--- src/rtl/sysid_caps.sv ---
// sysid_caps: CSR-mapped system identification and capability block.
// Provides a SoC ID, build-time capability words with a lockable runtime
// enable mask, a 64-bit cycle counter with a coherent high-half snapshot,
// and a scratch register.

module sysid_caps #(
  parameter logic [3:0]              CSR_ADDR  = 4'h0,
  parameter int                      CAP_WORDS = 2,
  parameter logic [32*CAP_WORDS-1:0] CAP_BUILD = {CAP_WORDS{32'h0000_0040}},
  parameter logic [31:0]             SOC_ID    = 32'h4D4D534F
) (
  input  logic                      sys_clk,
  input  logic                      sys_rst,
  input  logic [13:0]               csr_a,
  input  logic                      csr_we,
  input  logic [31:0]               csr_di,
  output logic [31:0]               csr_do,
  output logic [32*CAP_WORDS-1:0]   cap_en
);

  localparam logic [4:0] IDX_ID      = 5'h00;
  localparam logic [4:0] IDX_CTRL    = 5'h01;
  localparam logic [4:0] IDX_CNT_LO  = 5'h02;
  localparam logic [4:0] IDX_CNT_HI  = 5'h03;
  localparam logic [4:0] IDX_SCRATCH = 5'h04;

  logic                      sel;
  logic [4:0]                idx;
  logic                      wr;
  logic                      clr_pulse;
  logic                      snap_load;
  logic [31:0]               rdata;

  logic                      lock;
  logic                      run;
  logic [63:0]               counter;
  logic [31:0]               snap;
  logic [31:0]               scratch;
  logic [32*CAP_WORDS-1:0]   mask;

  // Address bits [9:5] are don't-care inside the bank.
  logic                      unused_addr_bits;
  assign unused_addr_bits = ^csr_a[9:5];

  assign sel       = (csr_a[13:10] == CSR_ADDR);
  assign idx       = csr_a[4:0];
  assign wr        = sel & csr_we;
  assign clr_pulse = wr & (idx == IDX_CTRL) & csr_di[1];
  assign snap_load = sel & ~csr_we & (idx == IDX_CNT_LO);

  // Mask only ever holds built bits, so the AND is a safety net that keeps
  // cap_en a pure function of registered state.
  assign cap_en = CAP_BUILD & mask;

  // Read multiplexer: the addressed register value, zero for holes.
  always_comb begin
    rdata = '0;
    case (idx)
      IDX_ID:      rdata = SOC_ID;
      IDX_CTRL:    rdata = {29'd0, run, 1'b0, lock};
      IDX_CNT_LO:  rdata = counter[31:0];
      IDX_CNT_HI:  rdata = snap;
      IDX_SCRATCH: rdata = scratch;
      default: begin
        for (int k = 0; k < CAP_WORDS; k++) begin
          if (idx == 5'(8 + k))  rdata = CAP_BUILD[32*k +: 32];
          if (idx == 5'(16 + k)) rdata = mask[32*k +: 32];
        end
      end
    endcase
  end

  // Registered read data; a write in the same cycle still returns the old value.
  always_ff @(posedge sys_clk or posedge sys_rst) begin
    if (sys_rst) csr_do <= '0;
    else         csr_do <= sel ? rdata : 32'd0;
  end

  // Control bits: lock is sticky until reset, run is a plain RW bit.
  always_ff @(posedge sys_clk or posedge sys_rst) begin
    if (sys_rst) begin
      lock <= 1'b0;
      run  <= 1'b1;
    end else if (wr && idx == IDX_CTRL) begin
      lock <= lock | csr_di[0];
      run  <= csr_di[2];
    end
  end

  // Free-running cycle counter; a clear write wins over the increment.
  always_ff @(posedge sys_clk or posedge sys_rst) begin
    if (sys_rst)        counter <= '0;
    else if (clr_pulse) counter <= '0;
    else if (run)       counter <= counter + 64'd1;
  end

  // Capture the high half whenever the low half is read, for a coherent pair.
  always_ff @(posedge sys_clk or posedge sys_rst) begin
    if (sys_rst)        snap <= '0;
    else if (snap_load) snap <= counter[63:32];
  end

  // Scratch register for software use.
  always_ff @(posedge sys_clk or posedge sys_rst) begin
    if (sys_rst)                        scratch <= '0;
    else if (wr && idx == IDX_SCRATCH)  scratch <= csr_di;
  end

  // Capability mask: writable only while unlocked, never beyond built bits.
  always_ff @(posedge sys_clk or posedge sys_rst) begin
    if (sys_rst) begin
      mask <= CAP_BUILD;
    end else if (wr && !lock) begin
      for (int k = 0; k < CAP_WORDS; k++) begin
        if (idx == 5'(16 + k))
          mask[32*k +: 32] <= csr_di & CAP_BUILD[32*k +: 32];
      end
    end
  end

endmodule

--- config.mk ---
export PLATFORM = sky130hd
export DESIGN_NAME = sysid_caps
export DESIGN_NICKNAME = d
export VERILOG_FILES = /design/src/rtl/sysid_caps.sv
export SDC_FILE = /design/constraint.sdc
export NUM_CORES = 1
export LEC_CHECK = 0
export CELL_PAD_IN_SITES_DETAIL_PLACEMENT = 1
export CELL_PAD_IN_SITES_GLOBAL_PLACEMENT = 2
export CORE_ASPECT_RATIO = 0.5
export CORE_MARGIN = 4
export CORE_UTILIZATION = 34
export CTS_CLUSTER_SIZE = 30
export DETAILED_ROUTE_END_ITERATION = 6
export HOLD_SLACK_MARGIN = 0.03
export PLACE_DENSITY = 0.91
export SYNTH_ARGS = -nofsm -noshare
export SYNTH_HDL_FRONTEND = slang
export SYNTH_SLANG_ARGS = --single-unit
export TNS_END_PERCENT = 5
--- constraint.sdc ---
create_clock -name sys_clk -period 8 [get_ports sys_clk]
set_input_delay 1.6 -clock sys_clk [delete_from_list [all_inputs] [get_ports sys_clk]]
set_output_delay 1.6 -clock sys_clk [all_outputs]
set_load 0.005 [all_outputs]
==> results.tsv, run 1 <==
stage	metric	value	unit
run_status	status	completed	
cts	cts_tree	done	
timing	finalCriticalPeriod	4.25	ns
timing	period_share	53.1	%
placed_design	gp_congestion	0.829	
synthesis	synth_compound_area_share	8.51	%
timing	maxSlewHeadroom	24.4	%
timing	fmax	235	MHz
placed_design	dp_hpwl	16200	µm
setup_path	path_buf_inv	2	
timing	worstMarginPinSlew	1.13	ns
setup_path	arrival	4.56	ns
routing	drtPass1Iterations	5	
global_route	overflow	0	
pwr	switchingPower	863	µW
synthesis	syn_area_per_cell	10.4	µm²
job	cap_violations	0	
timing	setup_viol	0	
cts	cts_buffer_depth	2	
cts	cts-root-buf	clkbuf_16	
floorplan	core_area	23300	µm²
timing	drv_slew	0	
setup_path	crit_chain	clkdlybuf4s50_1 > and2_0 > nand3_1 > buf_4 > mux2_2	
layout	antenna_cells	0	
pwr	p_leak	4.14	nW
placed_design	portBuffers	77	
pwr	seq_power_share	40.4	%
pwr	netSwitchingFraction	33.1	%
setup_path	cp-end-kind	flop	
global_route	track_usage	17.7	%
synthesis	synth.area.top_cells	dfrtp_1, mux2_2, buf_4	
global_route	antenna_found_initial	1	
synthesis	synth.top_cell.area_share	49.0	%
global_route	grt_pass1_wl	38100	µm
synthesis	synthSimpleGateAreaFrac	18.5	%
setup_path	critical-path-top-delay-family	buffers and inverters	
synthesis	ys_async_sr_fraction	100	%
synthesis	synth_mux_area_share	11.1	%
setup_path	slowest_delay	1.12	ns
timing	tns	0	ns
floorplan	die_h	118	µm
cts	clk_latency	0.43	ns
layout	drive_gt1_share	16.6	%
cts	htreeDepth	4	
routing	wirelength	23800	µm
floorplan	die_area	26900	µm²
synthesis	synth.distinct_cells	51	
synthesis	ys_seq_area_share	50.0	%
routing	drc	0	
synthesis	synthXorXnorAreaFrac	3.73	%
synthesis	ys_ff_latch	164	
timing	holdWs	0.493	ns
floorplan	dieWidth	228	µm
cts	cts_setup_buffers	0	
cts	ctsResizeCount	0	
synthesis	synth_top_family_by_area	simple AND/OR/NAND/NOR gates	
synthesis	synthAdderAreaFrac	0.152	%
floorplan	ios	145	
timing	finClkSkew	0.00833	ns
setup_path	path_class	primary input to flop	
floorplan	start_util	35.3	%
routing	wl_per_cell	20.2	µm
floorplan	placementRows	39	
setup_path	cpMaxStageDelayCell	clkdlybuf4s50_1	
pwr	p_int	1.75	mW
setup_path	start_kind	primary input	
synthesis	yosysTopAreaCell	dfrtp_1	
setup_path	crit_required	8.31	ns
synthesis	yosysWarnings	0	
routing	vias	6330	
pwr	pwr_density_cell	267	nW/µm²
pwr	clockPowerShare	36.5	%
synthesis	postSynthCellCount	788	
synthesis	synth-main-ff-cell	dfrtp_1	
global_route	grt_pass1_vias	6579	
routing	antenna_left	0	
pwr	pwr-share-comb	23.1	%
cts	clkTransAtPathRegs	0.06	ns
timing	rsz0062_at_grt	false	
hold_path	min_path_type	flop to flop	
pwr	peakVddDrop	157	µV
global_route	grt_max_degree	96	
cts	ctsHoldBuffers	0	
layout	syn2layout_area_growth	18.9	%
synthesis	yosysMostFrequentCell	dfrtp_1	
timing	final_hold_viol_count	0	
synthesis	synth_edf_count	0	
cts	cts_buffers	17	
synthesis	syn-cell-area	8210	µm²
cts	clock_sinks	164	
setup_path	worstPathMaxFanout	35	
layout	fin_nets	909	
routing	drtIter0Drc	537	
synthesis	synthTopCellsByCount	dfrtp_1, nor2_1, mux2_2, buf_4, nand2_1	
routing	vias_per_cell	5.37	
-- sequential cells by signal, indices dropped and copies added (netlist names) --
register and count:
run 1, lock 1, csr_do 32, scratch 32, snap 32, counter 64
mask 2
-- placed cells by master, fill, tap and decap left out, types with 3 or more instances in the layout --
master / instances
or4_4: 3
and3_1: 8
o22ai_1: 3
and4_1: 8
bufinv_16: 6
nor3_2: 3
nor2_1: 82
a21o_1: 4
xnor2_1: 10
inv_1: 10
clkinv_4: 3
or3_1: 18
nor3_1: 8
nor2b_1: 12
conb_1: 62
o31ai_1: 6
or4_1: 10
dfrtp_1: 161
xor2_1: 25
dfstp_2: 3
mux2_2: 79
nand3_1: 29
o21ai_0: 33
buf_4: 11
a22oi_1: 29
a21oi_1: 32
nand2_1: 45
clkbuf_16: 17
nor4_1: 8
nand4_1: 29
clkdlybuf4s50_1: 77
-- area by class of cell --
cell class                      count  area [µm²]
Sequential cell                   164        4110
Clock inverter                     12         226
Timing Repair Buffer               88         853
Fill cell                        2588       13500
Multi-Input combinational cell    577        3690
Clock buffer                       20         457
Tap cell                          307         384
Inverter                           11        46.3
-- per-layer routing --
metal	track usage (%)	part of all wire, %
met5	0	0
met4	4.36	1.2
met3	3.89	5.7
met2	27.8	46
met1	25.1	47
-- power by group through the flow --
stage | Combinational [mW] | Clock [mW] | Sequential (mW)
6_report | 0.603 | 0.951 | 1.05
5_1_grt | 0.666 | 1.00 | 1.07
4_1_cts | 0.598 | 0.967 | 1.05
3_5_place_dp | 0.585 | 0 | 1.06
3_3_place_gp | 0.563 | 0 | 1.06
2_1_floorplan | 0.451 | 0 | 1.02
-- kinds of logic after synthesis --
| kind of cell | count (synthesis) |
|---|---|
| adder cells (fa/ha/maj) | 1 |
| buffers and inverters | 108 |
| AND/OR/NAND/NOR | 284 |
| multiplexers | 81 |
| other | 1 |
| flip-flops | 164 |
| AO/OA/AOI/OAI | 114 |
| XOR/XNOR | 35 |
-- final timing paths --
kind                       depth (start not counted)                    from                       to  slack, ns
min in group asynchronous                          2                 sys_rst      csr_do[6]$_DFF_PP0_       1.74
setup reg to reg                                   5  counter[8]$_DFFE_PP0P_  counter[58]$_DFFE_PP0P_       4.46
setup / recovery                                   5                csr_a[1]      snap[8]$_DFFE_PP0P_       3.75
hold reg to reg                                    2    snap[15]$_DFFE_PP0P_     snap[15]$_DFFE_PP0P_       0.49
hold / removal                                     2    snap[15]$_DFFE_PP0P_     snap[15]$_DFFE_PP0P_       0.49
max in group asynchronous                          3                 sys_rst     snap[22]$_DFFE_PP0P_       4.78
-- worst min-delay path, stage by stage, from the launching register on --
cell and delay (ns):
dfrtp_1 0.35, nand2_1 0.05, o21ai_0 0.06
-- metrics by stage --
step | instances | setup slack [ns] | util (%) | power, mW | instance area [µm²]
after global routing | 1179 | 3.60 | 42.0 | 2.74 | 9770
after detailed placement | 1147 | 3.28 | 39.0 | 1.65 | 9090
final | 1179 | 3.75 | 42.0 | 2.61 | 9770
after floorplan | 849 | 1.97 | - | 1.47 | 8440
after CTS | 1179 | 3.78 | 42.0 | 2.62 | 9770
after global placement | 1147 | 3.37 | 39.0 | 1.62 | 9090
No activity file was read; power rests on OpenSTA's default activity.
==> inputs of run 2 (changes only) <==
--- a/config.mk
+++ b/config.mk
@@ -9,11 +9,11 @@
 export CELL_PAD_IN_SITES_GLOBAL_PLACEMENT = 2
 export CORE_ASPECT_RATIO = 0.5
 export CORE_MARGIN = 4
-export CORE_UTILIZATION = 34
+export CORE_UTILIZATION = 31
 export CTS_CLUSTER_SIZE = 30
 export DETAILED_ROUTE_END_ITERATION = 6
 export HOLD_SLACK_MARGIN = 0.03
-export PLACE_DENSITY = 0.91
+export PLACE_DENSITY = 0.87
 export SYNTH_ARGS = -nofsm -noshare
 export SYNTH_HDL_FRONTEND = slang
 export SYNTH_SLANG_ARGS = --single-unit
==> constraint.sdc (replaced) <==
create_clock -name sys_clk -period 3.8 [get_ports sys_clk]
set_input_delay 0.76 -clock sys_clk [delete_from_list [all_inputs] [get_ports sys_clk]]
set_output_delay 0.76 -clock sys_clk [all_outputs]
set_load 0.005 [all_outputs]
==> results.tsv, run 2 (synthesis results as in run 1) <==
stage	metric	value	unit	change
cts	cts_tree	done		unchanged
cts	clk_latency	0.43	ns	about the same
floorplan	core_area	25600	µm²	was 23300 µm²
timing	tns	0	ns	unchanged
setup_path	arrival	3.06	ns	was 4.56 ns
cts	clock_sinks	164		unchanged
cts	ctsResizeCount	0		unchanged
routing	drc	0		unchanged
setup_path	cp-end-kind	flop		unchanged
pwr	peakVddDrop	363	µV	was 157 µV
setup_path	path_class	flop to flop		was primary input to flop
cts	cts_setup_buffers	0		unchanged
cts	cts-root-buf	clkbuf_16		unchanged
timing	period_share	71.4	%	
routing	drtPass1Iterations	6		was 5
timing	maxSlewHeadroom	49.5	%	was 24.4%
layout	syn2layout_area_growth	19.9	%	was 18.9%
layout	antenna_cells	0		unchanged
layout	drive_gt1_share	17.1	%	was 16.6%
floorplan	placementRows	41		was 39
timing	finClkSkew	0.00901	ns	was 0.00833 ns
cts	clkTransAtPathRegs	0.06	ns	about the same
global_route	track_usage	16.8	%	was 17.7%
global_route	antenna_found_initial	1		unchanged
layout	layout_commonest_cell	dfrtp_1		unchanged
global_route	grt_pass1_vias	6588		was 6579
routing	wirelength	24300	µm	was 23800 µm
cts	ctsHoldBuffers	0		unchanged
cts	cts_buffers	17		unchanged
timing	final_hold_viol_count	0		unchanged
placed_design	portBuffers	77		unchanged
placed_design	dp_hpwl	17300	µm	was 16200 µm
layout	fill_cells	2859		was 2588
layout	largest_reg_flops	64		unchanged
timing	setup_viol	0		unchanged
floorplan	die_h	123	µm	was 118 µm
pwr	pwr_density_cell	540	nW/µm²	was 267 nW/µm²
timing	finalCriticalPeriod	2.71	ns	
floorplan	die_area	29300	µm²	was 26900 µm²
routing	vias	6364		was 6330
routing	antenna_left	0		unchanged
placed_design	gp_congestion	0.860		was 0.829
cts	cts_buffer_depth	2		unchanged
layout	fin_util	38.4	%	was 42.0%
global_route	grt_max_degree	49		was 96
global_route	grt_pass1_wl	38300	µm	was 38100 µm
layout	fin_nets	920		was 909
global_route	overflow	0		unchanged
cts	htreeDepth	4		unchanged
setup_path	start_kind	flop		was primary input
layout	mostFrequentLayoutCells	dfrtp_1, nor2_1, mux2_2		unchanged
job	cap_violations	0		unchanged
run_status	status	completed		unchanged
pwr	p_leak	4.17	nW	was 4.14 nW
timing	rsz0062_at_grt	false		unchanged
floorplan	ios	145		unchanged
routing	drtIter0Drc	679		was 537
hold_path	min_path_type	flop to flop		unchanged
routing	wl_per_cell	19.8	µm	was 20.2 µm
timing	worstMarginPinSlew	0.756	ns	was 1.13 ns
timing	drv_slew	0		unchanged
floorplan	dieWidth	238	µm	was 228 µm
floorplan	start_util	32.0	%	was 35.3%
layout	regMostFlops	counter		unchanged
routing	vias_per_cell	5.20		was 5.37
timing	fmax	368	MHz	
setup_path	crit_required	4.14	ns	was 8.31 ns
setup_path	worstPathMaxFanout	7		was 35
-- run 2: cell type report --
class                           instances  area [µm²]  share of cell area, %
Clock inverter                          9         155                   1.57
Timing Repair Buffer                   99         973                   9.88
Sequential cell                       164        4110                   41.7
Multi-Input combinational cell        577        3690                   37.5
Clock buffer                           21         450                   4.57
Inverter                               11        45.0                  0.457
Tap cell                              344         430                   4.37
-- run 2: report_power, final --
group          internal, mW  leakage [nW]  switching (mW)
Sequential             1.93          1.98           0.292
Clock                  1.11         0.293           0.699
Combinational         0.495          1.90           0.788
-- run 2: final timing paths --
check                      slack [ns]                    start                 endpoint  depth (start not counted)
hold / removal                   0.48     snap[14]$_DFFE_PP0P_     snap[14]$_DFFE_PP0P_                          2
setup / recovery                 1.09  counter[43]$_DFFE_PP0P_  counter[57]$_DFFE_PP0P_                          5
setup reg to reg                 1.09  counter[43]$_DFFE_PP0P_  counter[57]$_DFFE_PP0P_                          5
min in group asynchronous        0.81                  sys_rst     csr_do[20]$_DFF_PP0_                          2
max in group asynchronous        2.16                  sys_rst      mask[6]$_DFFE_PP1P_                          3
hold reg to reg                  0.48     snap[14]$_DFFE_PP0P_     snap[14]$_DFFE_PP0P_                          2
-- run 2: per-stage QoR --
stage	hold WS, ns	cell area (µm²)	power [mW]	worst slack (ns)	instances
CTS	0.495	9850	5.33	1.11	1225
floorplan	0.444	8450	3.09	0.958	849
global placement	0.458	9250	3.44	0.839	1195
global route	0.527	9850	5.60	0.938	1225
finish	0.485	9850	5.32	1.09	1225
detailed placement	0.481	9250	3.50	0.769	1195
-- run 2: layer usage --
layer	global-route usage, %	vias up	part of all wire, %
li1	-	2849	-
met1	23.8	3302	47
met2	26.3	188	46
met3	3.08	25	5.4
met4	5.00	0	1.5
met5	0	-	0
-- run 2: worst max-delay path, cell delays in order, from the launching register on --
cell and delay [ns]:
dfrtp_1 0.57, nand4_1 0.34, or3_2 0.58, or4_4 0.46
or4_1 0.49, a21oi_1 0.19
